**config.mk**
```make
export PLATFORM = sky130hd
export DESIGN_NAME = rf_report_uart_tx_flat
export DESIGN_NICKNAME = d
export VERILOG_FILES = /design/src/rtl/rf_report_uart_tx_if.sv /design/src/rtl/rf_report_uart_tx.sv /design/src/flat_wrapper.sv
export SDC_FILE = /design/constraint.sdc
export NUM_CORES = 1
export LEC_CHECK = 0
export BUFFER_PORTS_ARGS = -buffer_cell sky130_fd_sc_hd__buf_2
export CAP_MARGIN = 25
export CORE_UTILIZATION = 30
export CTS_BUF_LIST = sky130_fd_sc_hd__clkbuf_8
export DETAILED_ROUTE_END_ITERATION = 12
export HOLD_SLACK_MARGIN = 0.05
export PLACE_DENSITY_LB_ADDON = 0.1
export SETUP_SLACK_MARGIN = 0.15
export SYNTH_ARGS = -nofsm -noshare
export SYNTH_HDL_FRONTEND = slang
export SYNTH_SLANG_ARGS = --single-unit
```
**constraint.sdc**
```tcl
create_clock -name clk_20mhz -period 6.55 [get_ports clk_20mhz]
set_input_delay 1.6375 -clock clk_20mhz [delete_from_list [all_inputs] [get_ports clk_20mhz]]
set_output_delay 1.6375 -clock clk_20mhz [all_outputs]
set_load 0.1 [all_outputs]
```
**src/rtl/rf_report_uart_tx_if.sv**
```systemverilog
// Report stream handshake from the RF control top: one-cycle send_en strobe with a 64-bit word.
interface rf_report_uart_tx_if;
  logic        send_en;
  logic [63:0] send_data;

  modport master (output send_en, output send_data);
  modport slave  (input  send_en, input  send_data);
endinterface

```
**src/rtl/rf_report_uart_tx.sv**
```systemverilog
// Buffers 64-bit RF status reports in a small FIFO and ships each one MSB byte first as 8N1 UART.
// Optional REPORT_CHKSUM_EN appends a ninth byte holding the XOR of the eight data bytes.
module rf_report_uart_tx #(
  parameter int BAUD_DIV = 174,
  parameter int FIFO_AW  = 3
) (
  input  logic                 clk_20mhz,
  input  logic                 sys_rest,
  rf_report_uart_tx_if.slave   rpt,
  output logic                 uart_txd,
  output logic                 tx_busy,
  output logic [FIFO_AW:0]     fifo_level,
  output logic                 fifo_full,
  output logic [15:0]          drop_cnt,
  output logic                 frame_done
);
  localparam int DEPTH = 1 << FIFO_AW;
  localparam int CW    = (BAUD_DIV > 1) ? $clog2(BAUD_DIV) : 1;

  localparam logic [CW-1:0]      CNT_LOAD  = CW'(BAUD_DIV - 1);
  localparam logic [CW-1:0]      CNT_ONE   = 1;
  localparam logic [FIFO_AW-1:0] PTR_ONE   = 1;
  localparam logic [FIFO_AW:0]   LVL_ONE   = 1;
  localparam logic [FIFO_AW:0]   LVL_DEPTH = (FIFO_AW+1)'(DEPTH);
`ifdef REPORT_CHKSUM_EN
  localparam logic [3:0]         LAST_BYTE = 4'd8;
`else
  localparam logic [3:0]         LAST_BYTE = 4'd7;
`endif

  typedef enum logic [1:0] {IDLE, START, DATA, STOP} state_t;

  state_t              state;
  logic [63:0]         mem [DEPTH];
  logic [FIFO_AW-1:0]  wr_ptr;
  logic [FIFO_AW-1:0]  rd_ptr;
  logic [63:0]         shreg;
  logic [7:0]          bits;
  logic [2:0]          bit_idx;
  logic [3:0]          byte_idx;
  logic [CW-1:0]       cnt;
  logic [7:0]          cur_byte;
  logic                push;
  logic                pop;
`ifdef REPORT_CHKSUM_EN
  logic [7:0]          chk;
`endif

  assign fifo_full = (fifo_level == LVL_DEPTH);
  assign push      = rpt.send_en && !fifo_full;
  assign pop       = (state == IDLE) && (fifo_level != '0);

  always_comb begin
    cur_byte = shreg[63:56];
`ifdef REPORT_CHKSUM_EN
    if (byte_idx == LAST_BYTE) cur_byte = chk;
`endif
  end

  // Storage is not reset; only the pointers define validity.
  always_ff @(posedge clk_20mhz) begin
    if (push) mem[wr_ptr] <= rpt.send_data;
  end

  always_ff @(posedge clk_20mhz or posedge sys_rest) begin
    if (sys_rest) begin
      wr_ptr     <= '0;
      rd_ptr     <= '0;
      fifo_level <= '0;
      drop_cnt   <= '0;
    end else begin
      if (push) wr_ptr <= wr_ptr + PTR_ONE;
      if (pop)  rd_ptr <= rd_ptr + PTR_ONE;
      case ({push, pop})
        2'b10:   fifo_level <= fifo_level + LVL_ONE;
        2'b01:   fifo_level <= fifo_level - LVL_ONE;
        default: fifo_level <= fifo_level;
      endcase
      if (rpt.send_en && fifo_full && (drop_cnt != 16'hFFFF))
        drop_cnt <= drop_cnt + 16'd1;
    end
  end

  always_ff @(posedge clk_20mhz or posedge sys_rest) begin
    if (sys_rest) begin
      state      <= IDLE;
      uart_txd   <= 1'b1;
      tx_busy    <= 1'b0;
      frame_done <= 1'b0;
      shreg      <= '0;
      bits       <= '0;
      bit_idx    <= '0;
      byte_idx   <= '0;
      cnt        <= '0;
`ifdef REPORT_CHKSUM_EN
      chk        <= '0;
`endif
    end else begin
      frame_done <= 1'b0;
      case (state)
        IDLE: begin
          if (pop) begin
            shreg    <= mem[rd_ptr];
            byte_idx <= '0;
            cnt      <= CNT_LOAD;
            uart_txd <= 1'b0;
            tx_busy  <= 1'b1;
`ifdef REPORT_CHKSUM_EN
            chk      <= '0;
`endif
            state    <= START;
          end
        end
        START: begin
          if (cnt == '0) begin
            cnt      <= CNT_LOAD;
            uart_txd <= cur_byte[0];
            bits     <= {1'b0, cur_byte[7:1]};
            bit_idx  <= '0;
`ifdef REPORT_CHKSUM_EN
            chk      <= chk ^ cur_byte;
`endif
            state    <= DATA;
          end else begin
            cnt <= cnt - CNT_ONE;
          end
        end
        DATA: begin
          if (cnt == '0) begin
            cnt <= CNT_LOAD;
            if (bit_idx == 3'd7) begin
              uart_txd <= 1'b1;
              state    <= STOP;
            end else begin
              uart_txd <= bits[0];
              bits     <= bits >> 1;
              bit_idx  <= bit_idx + 3'd1;
            end
          end else begin
            cnt <= cnt - CNT_ONE;
          end
        end
        STOP: begin
          if (cnt == '0) begin
            if (byte_idx == LAST_BYTE) begin
              frame_done <= 1'b1;
              tx_busy    <= 1'b0;
              state      <= IDLE;
            end else begin
              // Next byte starts straight away: no idle gap inside a frame.
              byte_idx <= byte_idx + 4'd1;
              shreg    <= {shreg[55:0], 8'h00};
              cnt      <= CNT_LOAD;
              uart_txd <= 1'b0;
              state    <= START;
            end
          end else begin
            cnt <= cnt - CNT_ONE;
          end
        end
        default: state <= IDLE;
      endcase
    end
  end
endmodule

```
**src/flat_wrapper.sv**
```systemverilog
// flat-port wrapper written by rule: the top's interface ports become plain ports
module rf_report_uart_tx_flat 
#(
  parameter int BAUD_DIV = 174,
  parameter int FIFO_AW  = 3
)
  (clk_20mhz, sys_rest, uart_txd, tx_busy, fifo_level, fifo_full, drop_cnt, frame_done, rpt_send_en, rpt_send_data);
  rf_report_uart_tx_if rpt_i ();
  input  logic clk_20mhz;
  input  logic sys_rest;
  output logic uart_txd;
  output logic tx_busy;
  output logic [FIFO_AW:0] fifo_level;
  output logic fifo_full;
  output logic [15:0] drop_cnt;
  output logic frame_done;
  input wire logic [$bits(rpt_i.send_en)-1:0] rpt_send_en;
  input wire logic [$bits(rpt_i.send_data)-1:0] rpt_send_data;
  assign rpt_i.send_en = rpt_send_en;
  assign rpt_i.send_data = rpt_send_data;
  rf_report_uart_tx #(.BAUD_DIV(BAUD_DIV), .FIFO_AW(FIFO_AW)) u_core (.clk_20mhz(clk_20mhz), .sys_rest(sys_rest), .rpt(rpt_i), .uart_txd(uart_txd), .tx_busy(tx_busy), .fifo_level(fifo_level), .fifo_full(fifo_full), .drop_cnt(drop_cnt), .frame_done(frame_done));
endmodule
```
Yosys cells after proc, flatten, opt, wreduce, memory -nomap -nowiden --
Memory sizes are Yosys's and may differ from the RTL's. Index checks and enable logic that the tools add are counted.
Cells by class: equal/unequal tests 18, muxes and demuxes 45, bitwise gates (word level) 0, multipliers 0, divide/modulo/power cells 0, reduce and logical (&&, ||, !) cells 18, add/sub/neg operators 8, shifts and indexed selects 0, magnitude comparators 0
Operator list (count):
- 2-to-1 mux 64 bit | 3
- one-hot mux 64 bit (2 select lines) | 1
- 2-to-1 mux 8 bit | 7
- one-hot mux 8 bit (3 select lines) | 1
- adder 16 x 1 -> 16 bit (second input constant) | 1
- != test 16 bit (second input constant) | 1
- one-hot mux 4 bit (2 select lines) | 2
- one-hot mux 8 bit (2 select lines) | 1
- 2-to-1 mux 1 bit | 15
- 2-to-1 mux 4 bit | 3
- != test 2 x 1 -> 1 bit (second input constant) | 6
- AND reduction 4 bit | 3
- 2-to-1 mux 2 bit | 5
- AND reduction 5 bit | 2
- adder 3 x 1 -> 3 bit (second input constant) | 3
- 2-to-1 mux 3 bit | 3
- adder 4 x 1 -> 4 bit (second input constant) | 2
- logical NOT 8 bit | 1
- one-hot mux 2 bit (4 select lines) | 1
- subtractor 8 x 1 -> 8 bit (second input constant) | 1
- == test 2 bit (second input constant) | 3
- one-hot mux 3 bit (2 select lines) | 1
- nonzero test 2 bit | 3
- == test 2 x 1 -> 1 bit (second input constant) | 2
- 14 further kinds | 18
Storage, ports and cells: bits in latches 0, bits in read-only memories 0, memories kept 1, RAM bits 512, register bits 118
Memories:
- u_core.mem | depth 8, width 64, read ports 1, clocked after Yosys merged registers in 0, write ports 1, RTL line rf_report_uart_tx.sv:34 | logic [63:0] mem [DEPTH];

Logic depth before layout (Yosys ltp) --
Gate-level depths: netlist of the first run.
depth after elaboration 5, depth in mapped cells 12, mapped depth without buffers 11

Worst setup path before layout of the first run --
OpenSTA, ideal clock, no wires.
path kind input -> register, start in rpt_send_en, end mem u_core.mem[0][0] (enable), arrival 6419 ps, stages on the path 3, buffers on the path 0, library setup time 565 ps, slack -434 ps, cell sequence nand2_1 or2_2 nor3_1
On the way: longest elaborated chain between the ends 3
Ends and longest elaborated chain:
- start: declaration | RTL line flat_wrapper.sv:17 | input wire logic [$bits(rpt_i.send_en)-1:0] rpt_send_en;
- logical AND 1 bit | RTL line rf_report_uart_tx.sv:50 | assign push = rpt.send_en && !fifo_full;
- 2-to-1 mux 1 bit | RTL line rf_report_uart_tx.sv:62 | if (push) mem[wr_ptr] <= rpt.send_data;
- 2-to-1 mux 1 bit (not written as such) | RTL line rf_report_uart_tx.sv:62
- end: declaration | RTL line rf_report_uart_tx.sv:34
No other way between the ends.

Worst setup path after layout of the first run --
start reg u_core.fifo_level[0], end out fifo_full
On the way: longest elaborated chain between the ends 1
Ends and longest elaborated chain:
- start: declaration | RTL line rf_report_uart_tx.sv:12 | output logic [FIFO_AW:0] fifo_level,
- start signal: assignment | RTL line rf_report_uart_tx.sv:75 | 2'b10: fifo_level <= fifo_level + LVL_ONE;
- start signal: assignment | RTL line rf_report_uart_tx.sv:76 | 2'b01: fifo_level <= fifo_level - LVL_ONE;
- start signal: assignment | RTL line rf_report_uart_tx.sv:77 | default: fifo_level <= fifo_level;
- == test 4 bit | RTL line rf_report_uart_tx.sv:49 | assign fifo_full = (fifo_level == LVL_DEPTH);
- end: declaration | RTL line flat_wrapper.sv:14 | output logic fifo_full;
No other way between the ends.

==> flow_summary.html, run 1 <==
<table>
<tr><th>Metric</th><th>Value</th></tr>
<tr><th colspan="2">Run status</th></tr>
<tr><td>Status</td><td>finished, violations left</td></tr>
<tr><td>Violations in the final reports</td><td>DRC</td></tr>
<tr><th colspan="2">Die</th></tr>
<tr><td>Floorplan die area</td><td>between 80000 and 90000 um2</td></tr>
<tr><td>Boundary pin count</td><td>91</td></tr>
<tr><td>Floorplan die height</td><td>288 um</td></tr>
<tr><td>Core Region</td><td>80700 um2</td></tr>
<tr><td>Initial standard-cell utilization of the core</td><td>0.304</td></tr>
<tr><td>Number of standard-cell rows in the floorplan</td><td>approximately 100</td></tr>
<tr><td>Horiz. Die Dim</td><td>around 290 um</td></tr>
<tr><th colspan="2">Route</th></tr>
<tr><td>Pre-Repair DR Iteration Count</td><td>11</td></tr>
<tr><td>Drt wl/cell</td><td>23.1 um</td></tr>
<tr><td>Remaining routing DRC violations</td><td>4</td></tr>
<tr><td>Wire length after detailed routing</td><td>60700 um</td></tr>
<tr><td>Violation count after the first detailed-routing iteration</td><td>708</td></tr>
<tr><td>Vias per std cell</td><td>roughly 4.8</td></tr>
<tr><td>Count of nets left with antenna violations after detail routing</td><td>0</td></tr>
<tr><td>Total number of vias</td><td>12590</td></tr>
<tr><th colspan="2">Clock network</th></tr>
<tr><td>Number of buffers inserted by post-CTS setup repair</td><td>0</td></tr>
<tr><td>Clock-pin slew of the registers on the worst-case setup and hold paths</td><td>0.06 ns</td></tr>
<tr><td>Deepest clock path buffer count</td><td>3</td></tr>
<tr><td>Cts bufs inserted</td><td>111</td></tr>
<tr><td>Htree depth</td><td>3</td></tr>
<tr><td>Clock latency on the worst-skew pair</td><td>0.74 ns</td></tr>
<tr><td>Sink Count</td><td>between 600 and 700</td></tr>
<tr><td>Cell at the root of the clock tree</td><td>sky130_fd_sc_hd__clkbuf_8</td></tr>
<tr><td>Gates resized, CTS repair</td><td>0</td></tr>
<tr><td>Number of buffers added to fix hold violations after cts</td><td>0</td></tr>
<tr><td>CTS tree</td><td>yes</td></tr>
<tr><th colspan="2">Finish</th></tr>
<tr><td>Final net count</td><td>between 1500 and 2000</td></tr>
<tr><td>Finished Layout Cells</td><td>2625</td></tr>
<tr><td>Fraction of the core area covered by cells at the end of the flow</td><td>0.352</td></tr>
<tr><td>Share of post-route cells with drive strength above 1</td><td>0.260</td></tr>
<tr><td>Layout area overhead</td><td>15.6%</td></tr>
<tr><td>Leading cell type in the layout, fill and taps excluded</td><td>sky130_fd_sc_hd__edfxtp_1</td></tr>
<tr><td>Non-Filler Cell Area, Final</td><td>28400 um2</td></tr>
<tr><td>Most frequent cells in the layout</td><td>sky130_fd_sc_hd__edfxtp_1 (512), sky130_fd_sc_hd__clkbuf_8 (123), sky130_fd_sc_hd__mux4_2 (115)</td></tr>
<tr><th colspan="2">Critical path</th></tr>
<tr><td>Required arrival time at the worst endpoint</td><td>4.91 ns</td></tr>
<tr><td>R2R cell count</td><td>4</td></tr>
<tr><td>Type of origin of the critical path</td><td>flop</td></tr>
<tr><td>Delay-heaviest family, CP</td><td>buffers and inverters</td></tr>
<tr><td>Maximum fanout encountered on the critical timing path</td><td>8</td></tr>
<tr><td>Cells along the critical path</td><td>nor3_1, nand2_1, inv_1, buf_2</td></tr>
<tr><td>Delay of the slowest cell on the worst path</td><td>0.50 ns</td></tr>
<tr><td>Standard cell with the maximum stage delay on the critical path</td><td>sky130_fd_sc_hd__dfrtp_1</td></tr>
<tr><td>Sum of buffers and inverters on the critical path</td><td>2</td></tr>
<tr><td>Critical path depth in cells</td><td>4</td></tr>
<tr><td>Critical Path Sink Type</td><td>output pin</td></tr>
<tr><td>Class of the most critical setup path</td><td>flop to output pin</td></tr>
<tr><td>Data arrival at the endpoint of the critical path</td><td>2.13 ns</td></tr>
<tr><th colspan="2">Yosys</th></tr>
<tr><td>Post-Synthesis Cells</td><td>between 1000 and 1500</td></tr>
<tr><td>Async SR Flop Fraction</td><td>0.186</td></tr>
<tr><td>Number of synthesized register bits</td><td>629</td></tr>
<tr><td>Xor and xnor area share after synthesis</td><td>0.00821</td></tr>
<tr><td>Post-synthesis cell area</td><td>24500 um2</td></tr>
<tr><td>Net count of the mapped netlist</td><td>approximately 1400</td></tr>
<tr><td>Compound-Gate Fraction of Synth Area</td><td>0.0480</td></tr>
<tr><td>Adder-Cell Fraction of Synth Area</td><td>0.00765</td></tr>
<tr><td>Warnings, synthesis</td><td>0</td></tr>
<tr><td>Part of the Yosys area used for sequential elements</td><td>0.746</td></tr>
<tr><td>Biggest area contributors in the synthesized netlist</td><td>sky130_fd_sc_hd__edfxtp_1 (63%), sky130_fd_sc_hd__dfrtp_1 (12%), sky130_fd_sc_hd__mux4_2 (11%)</td></tr>
<tr><td>Area share of and/or/nand/nor cells after synthesis</td><td>0.0365</td></tr>
<tr><td>Count of flip-flops with a built-in enable after synthesis</td><td>512</td></tr>
<tr><td>Number of distinct library cells after synthesis</td><td>59</td></tr>
<tr><td>Synthesized area per cell</td><td>18.8 um2</td></tr>
<tr><td>Share of the synthesized area in the top cell type</td><td>0.627</td></tr>
<tr><td>Main flop type after synthesis</td><td>sky130_fd_sc_hd__edfxtp_1</td></tr>
<tr><td>Main combinational cell family by area after synthesis</td><td>multiplexers</td></tr>
<tr><td>Mux share of post-synthesis cell area</td><td>0.138</td></tr>
<tr><td>Leading area contributor after synthesis</td><td>sky130_fd_sc_hd__edfxtp_1</td></tr>
<tr><th colspan="2">Pwr</th></tr>
<tr><td>Relative contribution of the clock network to total power</td><td>0.271</td></tr>
<tr><td>Power density over cell area</td><td>about 440 nW/um2</td></tr>
<tr><td>Share of power burned in combinational logic</td><td>0.277</td></tr>
<tr><td>Peak supply drop</td><td>about 240 uV</td></tr>
<tr><td>Static leakage power</td><td>9.83 nW</td></tr>
<tr><td>Pwr Total</td><td>12.5 mW</td></tr>
<tr><td>Sequential fraction of design power</td><td>0.452</td></tr>
<tr><td>Internal Power</td><td>8.26 mW</td></tr>
<tr><td>Switching portion of total power</td><td>0.342</td></tr>
<tr><td>Sw Pwr</td><td>4.29 mW</td></tr>
<tr><th colspan="2">Timing</th></tr>
<tr><td>Hold Fails Final Rpt</td><td>0</td></tr>
<tr><td>Worst slew pin tran</td><td>~0.98 ns</td></tr>
<tr><td>Maximum clock frequency</td><td>265 MHz</td></tr>
<tr><td>Post-route worst setup slack</td><td>approximately 2.8 ns</td></tr>
<tr><td>Minimum period implied by the final worst setup slack</td><td>3.77 ns</td></tr>
<tr><td>Setup repair after global routing missed its margin</td><td>false</td></tr>
<tr><td>Final hold slack</td><td>0.472 ns</td></tr>
<tr><td>Final clock skew</td><td>0.0431 ns</td></tr>
<tr><td>Max-slew violation count</td><td>0</td></tr>
<tr><td>Accumulated negative setup slack</td><td>0 ns</td></tr>
<tr><td>Final worst-path cycle share</td><td>0.575</td></tr>
<tr><td>Number of setup violations in the final report</td><td>0</td></tr>
<tr><td>Headroom to the max-slew limit</td><td>0.347</td></tr>
<tr><th colspan="2">GRT</th></tr>
<tr><td>Total grt overflow</td><td>0</td></tr>
<tr><td>Maximum number of pins on one net before global-route repair</td><td>96</td></tr>
<tr><td>Vias in the first global route</td><td>roughly 14000</td></tr>
<tr><td>Total Routing Usage GR</td><td>0.149</td></tr>
<tr><td>Number of antenna violations at the first check in global routing</td><td>9</td></tr>
<tr><td>Global-route wire length before repair</td><td>between 90000 and 100000 um</td></tr>
<tr><th colspan="2">Run</th></tr>
<tr><td>Max-capacitance violation count</td><td>0</td></tr>
<tr><th colspan="2">Placed design</th></tr>
<tr><td>Placement-stage cell area</td><td>26300 um2</td></tr>
<tr><td>Detailed placement HPWL</td><td>between 30000 and 40000 um</td></tr>
<tr><td>Count of input and output buffers</td><td>90</td></tr>
<tr><td>Post-placement worst setup slack</td><td>2.42 ns</td></tr>
<tr><td>Placed Instances</td><td>roughly 2400</td></tr>
<tr><td>Last weighted congestion value of the routability-driven placer</td><td>0.699</td></tr>
<tr><th colspan="2">Min path</th></tr>
<tr><td>Hold Crit Class</td><td>flop to flop</td></tr>
<tr><td>Worst Hold Path Cells</td><td>2</td></tr>
</table>
[flip-flops by register name, indices dropped and copies added (netlist names), 3 cells and up]
| register | flops |
|---|---|
| u_core.mem | 512 |
| u_core.byte_idx | 4 |
| u_core.bit_idx | 3 |
| u_core.fifo_level | 4 |
| u_core.bits | 7 |
| u_core.cnt | 8 |
| u_core.rd_ptr | 3 |
| u_core.drop_cnt | 16 |
| u_core.shreg | 64 |
| u_core.wr_ptr | 3 |
[kinds of logic (layout without fill, tap and decap cells)]
group	after synthesis	in the layout
compound gates	190	190
xor+xnor	23	23
fa+ha+maj	15	15
buf+inv	76	335
flops	629	629
mux	193	193
other cells	0	1
simple gates	179	179
[synthesized netlist by cell type (8+ instances only)]
master	n
sky130_fd_sc_hd__xnor2_1	9
sky130_fd_sc_hd__a211oi_1	8
sky130_fd_sc_hd__mux4_2	115
sky130_fd_sc_hd__nor3_1	9
sky130_fd_sc_hd__o21ai_0	45
sky130_fd_sc_hd__buf_2	21
sky130_fd_sc_hd__ha_1	15
sky130_fd_sc_hd__buf_4	8
sky130_fd_sc_hd__clkbuf_1	20
sky130_fd_sc_hd__mux2i_1	75
sky130_fd_sc_hd__nand3_1	14
sky130_fd_sc_hd__buf_1	8
sky130_fd_sc_hd__nand2_1	60
sky130_fd_sc_hd__a21oi_1	60
sky130_fd_sc_hd__a22oi_1	17
sky130_fd_sc_hd__dfrtp_1	116
sky130_fd_sc_hd__edfxtp_1	512
sky130_fd_sc_hd__nor2_1	43
sky130_fd_sc_hd__a2111oi_0	9
sky130_fd_sc_hd__o22ai_1	26
sky130_fd_sc_hd__inv_1	12
sky130_fd_sc_hd__xor2_1	14
sky130_fd_sc_hd__nor2b_1	21
[final cells by class]
type                       instances  area, um2
inverter                          12       50.0
timing repair buffer             116        671
antenna                            1       2.50
clock inverter                    84        404
fill                            7697      52300
multi-input combinational        600       5910
clock buffer                     123       1690
tap                             1060       1330
sequential                       629      18300
[path summary, 6_finish.rpt]
check                                          start               end  slack, ns
worst max-delay path            u_core.fifo_level[0]         fifo_full       2.78
worst min-delay path                  u_core.bits[0]    u_core.bits[0]       0.47
worst max register to register      u_core.rd_ptr[0]  u_core.shreg[45]       3.46
worst min register to register        u_core.bits[0]    u_core.bits[0]       0.47
max in group asynchronous                   sys_rest  u_core.rd_ptr[0]       4.28
min in group asynchronous                   sys_rest  u_core.shreg[24]       1.03
[worst reg2reg max path: stages, from the launching register on]
cell                      delay, ns
sky130_fd_sc_hd__dfrtp_4       1.04
sky130_fd_sc_hd__buf_12        0.68
sky130_fd_sc_hd__mux4_2        0.74
sky130_fd_sc_hd__mux2i_1       0.35
sky130_fd_sc_hd__o21ai_0       0.16
[power by group through the flow]
stage / sequential [mW] / clock (mW) / combinational, mW
after CTS: 5.69 / 3.53 / 3.61
after floorplan: 5.58 / 0 / 2.54
after global routing: 5.75 / 3.69 / 3.83
after detailed placement: 5.76 / 0 / 3.61
final: 5.67 / 3.40 / 3.48
after global placement: 5.76 / 0 / 3.59
[metal layers]
layer	track usage	part of all wire	up-vias
met4	0.0421	0.022	6
met2	0.246	0.49	244
met1	0.199	0.45	6638
met3	0.0311	0.038	116
met5	0	0.00056	-
li1	-	-	5586
Power figures use the tool's default switching activity.
==> run 2, diff against run 1 <==
- clock period: 6.55 -> 3.2 ns (I/O delays scaled with it)
==> run 2 against run 1 <==
Against the previous run:
- the run still ends with DRC left
- hold slack worse by 0.35 ns
- combinational power is 120% higher
- power is 110% higher
- cell count is 0.76% higher
- wire length is 0.35% lower
- sequential share of layout area is 1.1 points lower
- clock power is 100% higher
- first-iteration DRC count is 3.1% lower
- cell area is 1.8% higher
- sequential cell count stayed put
- clock-buffer cell count is 4 lower
- largest power group unchanged
==> flow_summary.html, run 2 (synthesized netlist as in run 1, its figures left out) <==
<table>
<tr><th>Metric</th><th>Value</th></tr>
<tr><th colspan="2">Run status</th></tr>
<tr><td>Status</td><td>finished, violations left</td></tr>
<tr><td>Violations in the final reports</td><td>DRC</td></tr>
<tr><th colspan="2">GRT</th></tr>
<tr><td>Maximum number of pins on one net before global-route repair</td><td>65</td></tr>
<tr><td>Number of antenna violations at the first check in global routing</td><td>8</td></tr>
<tr><td>Global-route wire length before repair</td><td>between 90000 and 100000 um</td></tr>
<tr><td>Vias in the first global route</td><td>13589</td></tr>
<tr><td>Total Routing Usage GR</td><td>0.150</td></tr>
<tr><td>Total grt overflow</td><td>0</td></tr>
<tr><th colspan="2">Clock network</th></tr>
<tr><td>Clock latency on the worst-skew pair</td><td>0.72 ns</td></tr>
<tr><td>Deepest clock path buffer count</td><td>3</td></tr>
<tr><td>Gates resized, CTS repair</td><td>0</td></tr>
<tr><td>Cell at the root of the clock tree</td><td>sky130_fd_sc_hd__clkbuf_8</td></tr>
<tr><td>Number of buffers inserted by post-CTS setup repair</td><td>0</td></tr>
<tr><td>Htree depth</td><td>3</td></tr>
<tr><td>Sink Count</td><td>629</td></tr>
<tr><td>Clock-pin slew of the registers on the worst-case setup and hold paths</td><td>0.06 ns</td></tr>
<tr><td>CTS tree</td><td>yes</td></tr>
<tr><td>Cts bufs inserted</td><td>108</td></tr>
<tr><td>Number of buffers added to fix hold violations after cts</td><td>0</td></tr>
<tr><th colspan="2">Critical path</th></tr>
<tr><td>Launch instance of the worst register-to-register path</td><td>u_core.state[0]</td></tr>
<tr><td>End of the worst register-to-register path</td><td>u_core.fifo_level[2]</td></tr>
<tr><td>Class of the most critical setup path</td><td>flop to output pin</td></tr>
<tr><td>Critical Path Sink Type</td><td>output pin</td></tr>
<tr><td>Flop-to-flop setup slack</td><td>0.74 ns</td></tr>
<tr><td>Type of origin of the critical path</td><td>flop</td></tr>
<tr><td>Data arrival at the endpoint of the critical path</td><td>2.04 ns</td></tr>
<tr><td>Maximum fanout encountered on the critical timing path</td><td>8</td></tr>
<tr><td>Required arrival time at the worst endpoint</td><td>approximately 2.4 ns</td></tr>
<tr><td>R2R cell count</td><td>11</td></tr>
<tr><th colspan="2">Finish</th></tr>
<tr><td>Finished Layout Cells</td><td>2645</td></tr>
<tr><td>Largest regs</td><td>u_core.mem (512), u_core.shreg (64), u_core.drop_cnt (16)</td></tr>
<tr><td>Most frequent cells in the layout</td><td>sky130_fd_sc_hd__edfxtp_1 (512), sky130_fd_sc_hd__clkbuf_8 (119), sky130_fd_sc_hd__mux4_2 (115)</td></tr>
<tr><td>Register with the most flip-flops</td><td>u_core.mem</td></tr>
<tr><td>Area of the multi-input gates</td><td>5940 um2</td></tr>
<tr><td>Share of post-route cells with drive strength above 1</td><td>0.274</td></tr>
<tr><td>Final net count</td><td>~1600</td></tr>
<tr><td>Layout area overhead</td><td>17.7%</td></tr>
<tr><td>Leading cell type in the layout, fill and taps excluded</td><td>sky130_fd_sc_hd__edfxtp_1</td></tr>
<tr><td>Number of flip-flops under the largest register name</td><td>between 500 and 600</td></tr>
<tr><td>Count of filler cells inserted in the layout</td><td>approximately 7700</td></tr>
<tr><td>Seq. cell area</td><td>18300 um2</td></tr>
<tr><th colspan="2">Run</th></tr>
<tr><td>Max-capacitance violation count</td><td>0</td></tr>
<tr><th colspan="2">Timing</th></tr>
<tr><td>Hold Fails Final Rpt</td><td>0</td></tr>
<tr><td>Max-slew violation count</td><td>0</td></tr>
<tr><td>Headroom to the max-slew limit</td><td>0.335</td></tr>
<tr><td>Maximum clock frequency</td><td>between 300 and 400 MHz</td></tr>
<tr><td>Accumulated negative setup slack</td><td>0 ns</td></tr>
<tr><td>Number of setup violations in the final report</td><td>0</td></tr>
<tr><td>Minimum period implied by the final worst setup slack</td><td>2.84 ns</td></tr>
<tr><td>Final clock skew</td><td>0.0406 ns</td></tr>
<tr><td>Worst slew pin tran</td><td>0.991 ns</td></tr>
<tr><td>Setup repair after global routing missed its margin</td><td>false</td></tr>
<tr><td>Final worst-path cycle share</td><td>0.889</td></tr>
<tr><th colspan="2">Pwr</th></tr>
<tr><td>Static leakage power</td><td>10.1 nW</td></tr>
<tr><td>Peak supply drop</td><td>roughly 480 uV</td></tr>
<tr><td>Power density over cell area</td><td>904 nW/um2</td></tr>
<tr><th colspan="2">Min path</th></tr>
<tr><td>Hold Crit Class</td><td>input port to asynchronous set/reset pin</td></tr>
<tr><th colspan="2">Route</th></tr>
<tr><td>Count of nets left with antenna violations after detail routing</td><td>0</td></tr>
<tr><td>Total number of vias</td><td>12547</td></tr>
<tr><td>Violation count after the first detailed-routing iteration</td><td>between 600 and 700</td></tr>
<tr><td>Wire length after detailed routing</td><td>60500 um</td></tr>
<tr><td>Vias per std cell</td><td>4.74</td></tr>
<tr><td>Remaining routing DRC violations</td><td>2</td></tr>
<tr><td>Drt wl/cell</td><td>between 20 and 25 um</td></tr>
<tr><td>Pre-Repair DR Iteration Count</td><td>11</td></tr>
<tr><th colspan="2">Placed design</th></tr>
<tr><td>Placed Instances</td><td>2439</td></tr>
<tr><td>Last weighted congestion value of the routability-driven placer</td><td>0.711</td></tr>
<tr><td>Count of input and output buffers</td><td>90</td></tr>
<tr><td>Detailed placement HPWL</td><td>approximately 34000 um</td></tr>
<tr><th colspan="2">Die</th></tr>
<tr><td>Horiz. Die Dim</td><td>288 um</td></tr>
<tr><td>Floorplan die area</td><td>82900 um2</td></tr>
<tr><td>Initial standard-cell utilization of the core</td><td>0.304</td></tr>
<tr><td>Core Region</td><td>~81000 um2</td></tr>
<tr><td>Number of standard-cell rows in the floorplan</td><td>approximately 100</td></tr>
<tr><td>Boundary pin count</td><td>91</td></tr>
<tr><td>Floorplan die height</td><td>between 200 and 300 um</td></tr>
</table>
run 2: layout make-up:
type / count / share of cell area
tap: 1060 / 0.0459
sequential: 629 / 0.634
inverter: 12 / 0.00169
clock buffer: 119 / 0.0567
multi-input combinational: 600 / 0.206
antenna: 1 / 0.0000867
clock inverter: 85 / 0.0160
timing repair buffer: 139 / 0.0394
run 2: power by group:
part	internal, mW	switching [mW]	total, mW
logic	3.27	4.48	7.75
clock network	3.67	3.28	6.95
registers	10.5	0.953	11.4
run 2: worst max path at each step:
stage                    startpoint                 to  slack (ns)
6_report       u_core.fifo_level[0]          fifo_full        0.36
5_1_grt        u_core.fifo_level[0]          fifo_full        0.22
4_1_cts        u_core.fifo_level[0]          fifo_full        0.25
3_5_place_dp            rpt_send_en  u_core.mem[0][45]        0.52
3_3_place_gp            rpt_send_en  u_core.mem[0][45]        0.53
2_1_floorplan  u_core.fifo_level[1]   u_core.mem[0][0]       -0.29
run 2: routing by layer:
layer	wire length (um)	up-vias	part of all wire	global-route usage
met3	2350	105	0.039	0.0308
met2	29100	224	0.48	0.243
li1	-	5632	-	-
met1	27900	6578	0.46	0.204
met4	1190	8	0.020	0.0411
met5	55	-	0.00091	0
run 2: worst max-delay path, cell delays in order, from the launching register on:
cell,delay (ns)
sky130_fd_sc_hd__dfrtp_2,0.49
sky130_fd_sc_hd__nor3_4,0.21
sky130_fd_sc_hd__nand2_2,0.12
sky130_fd_sc_hd__inv_1,0.09
sky130_fd_sc_hd__buf_2,0.43
run 2: stage by stage:
step | power [mW] | worst slack, ns | hold WS, ns | instance area, um2 | util
after floorplan | 16.7 | -0.292 | 0.445 | 24600 | -
after global placement | 19.6 | 0.534 | 0.463 | 26700 | 0.332
after detailed placement | 19.6 | 0.522 | 0.474 | 26700 | 0.332
after CTS | 26.7 | 0.248 | 0.251 | 28800 | 0.358
after global routing | 27.7 | 0.224 | 0.102 | 28900 | 0.358
final | 26.1 | 0.357 | 0.119 | 28900 | 0.358
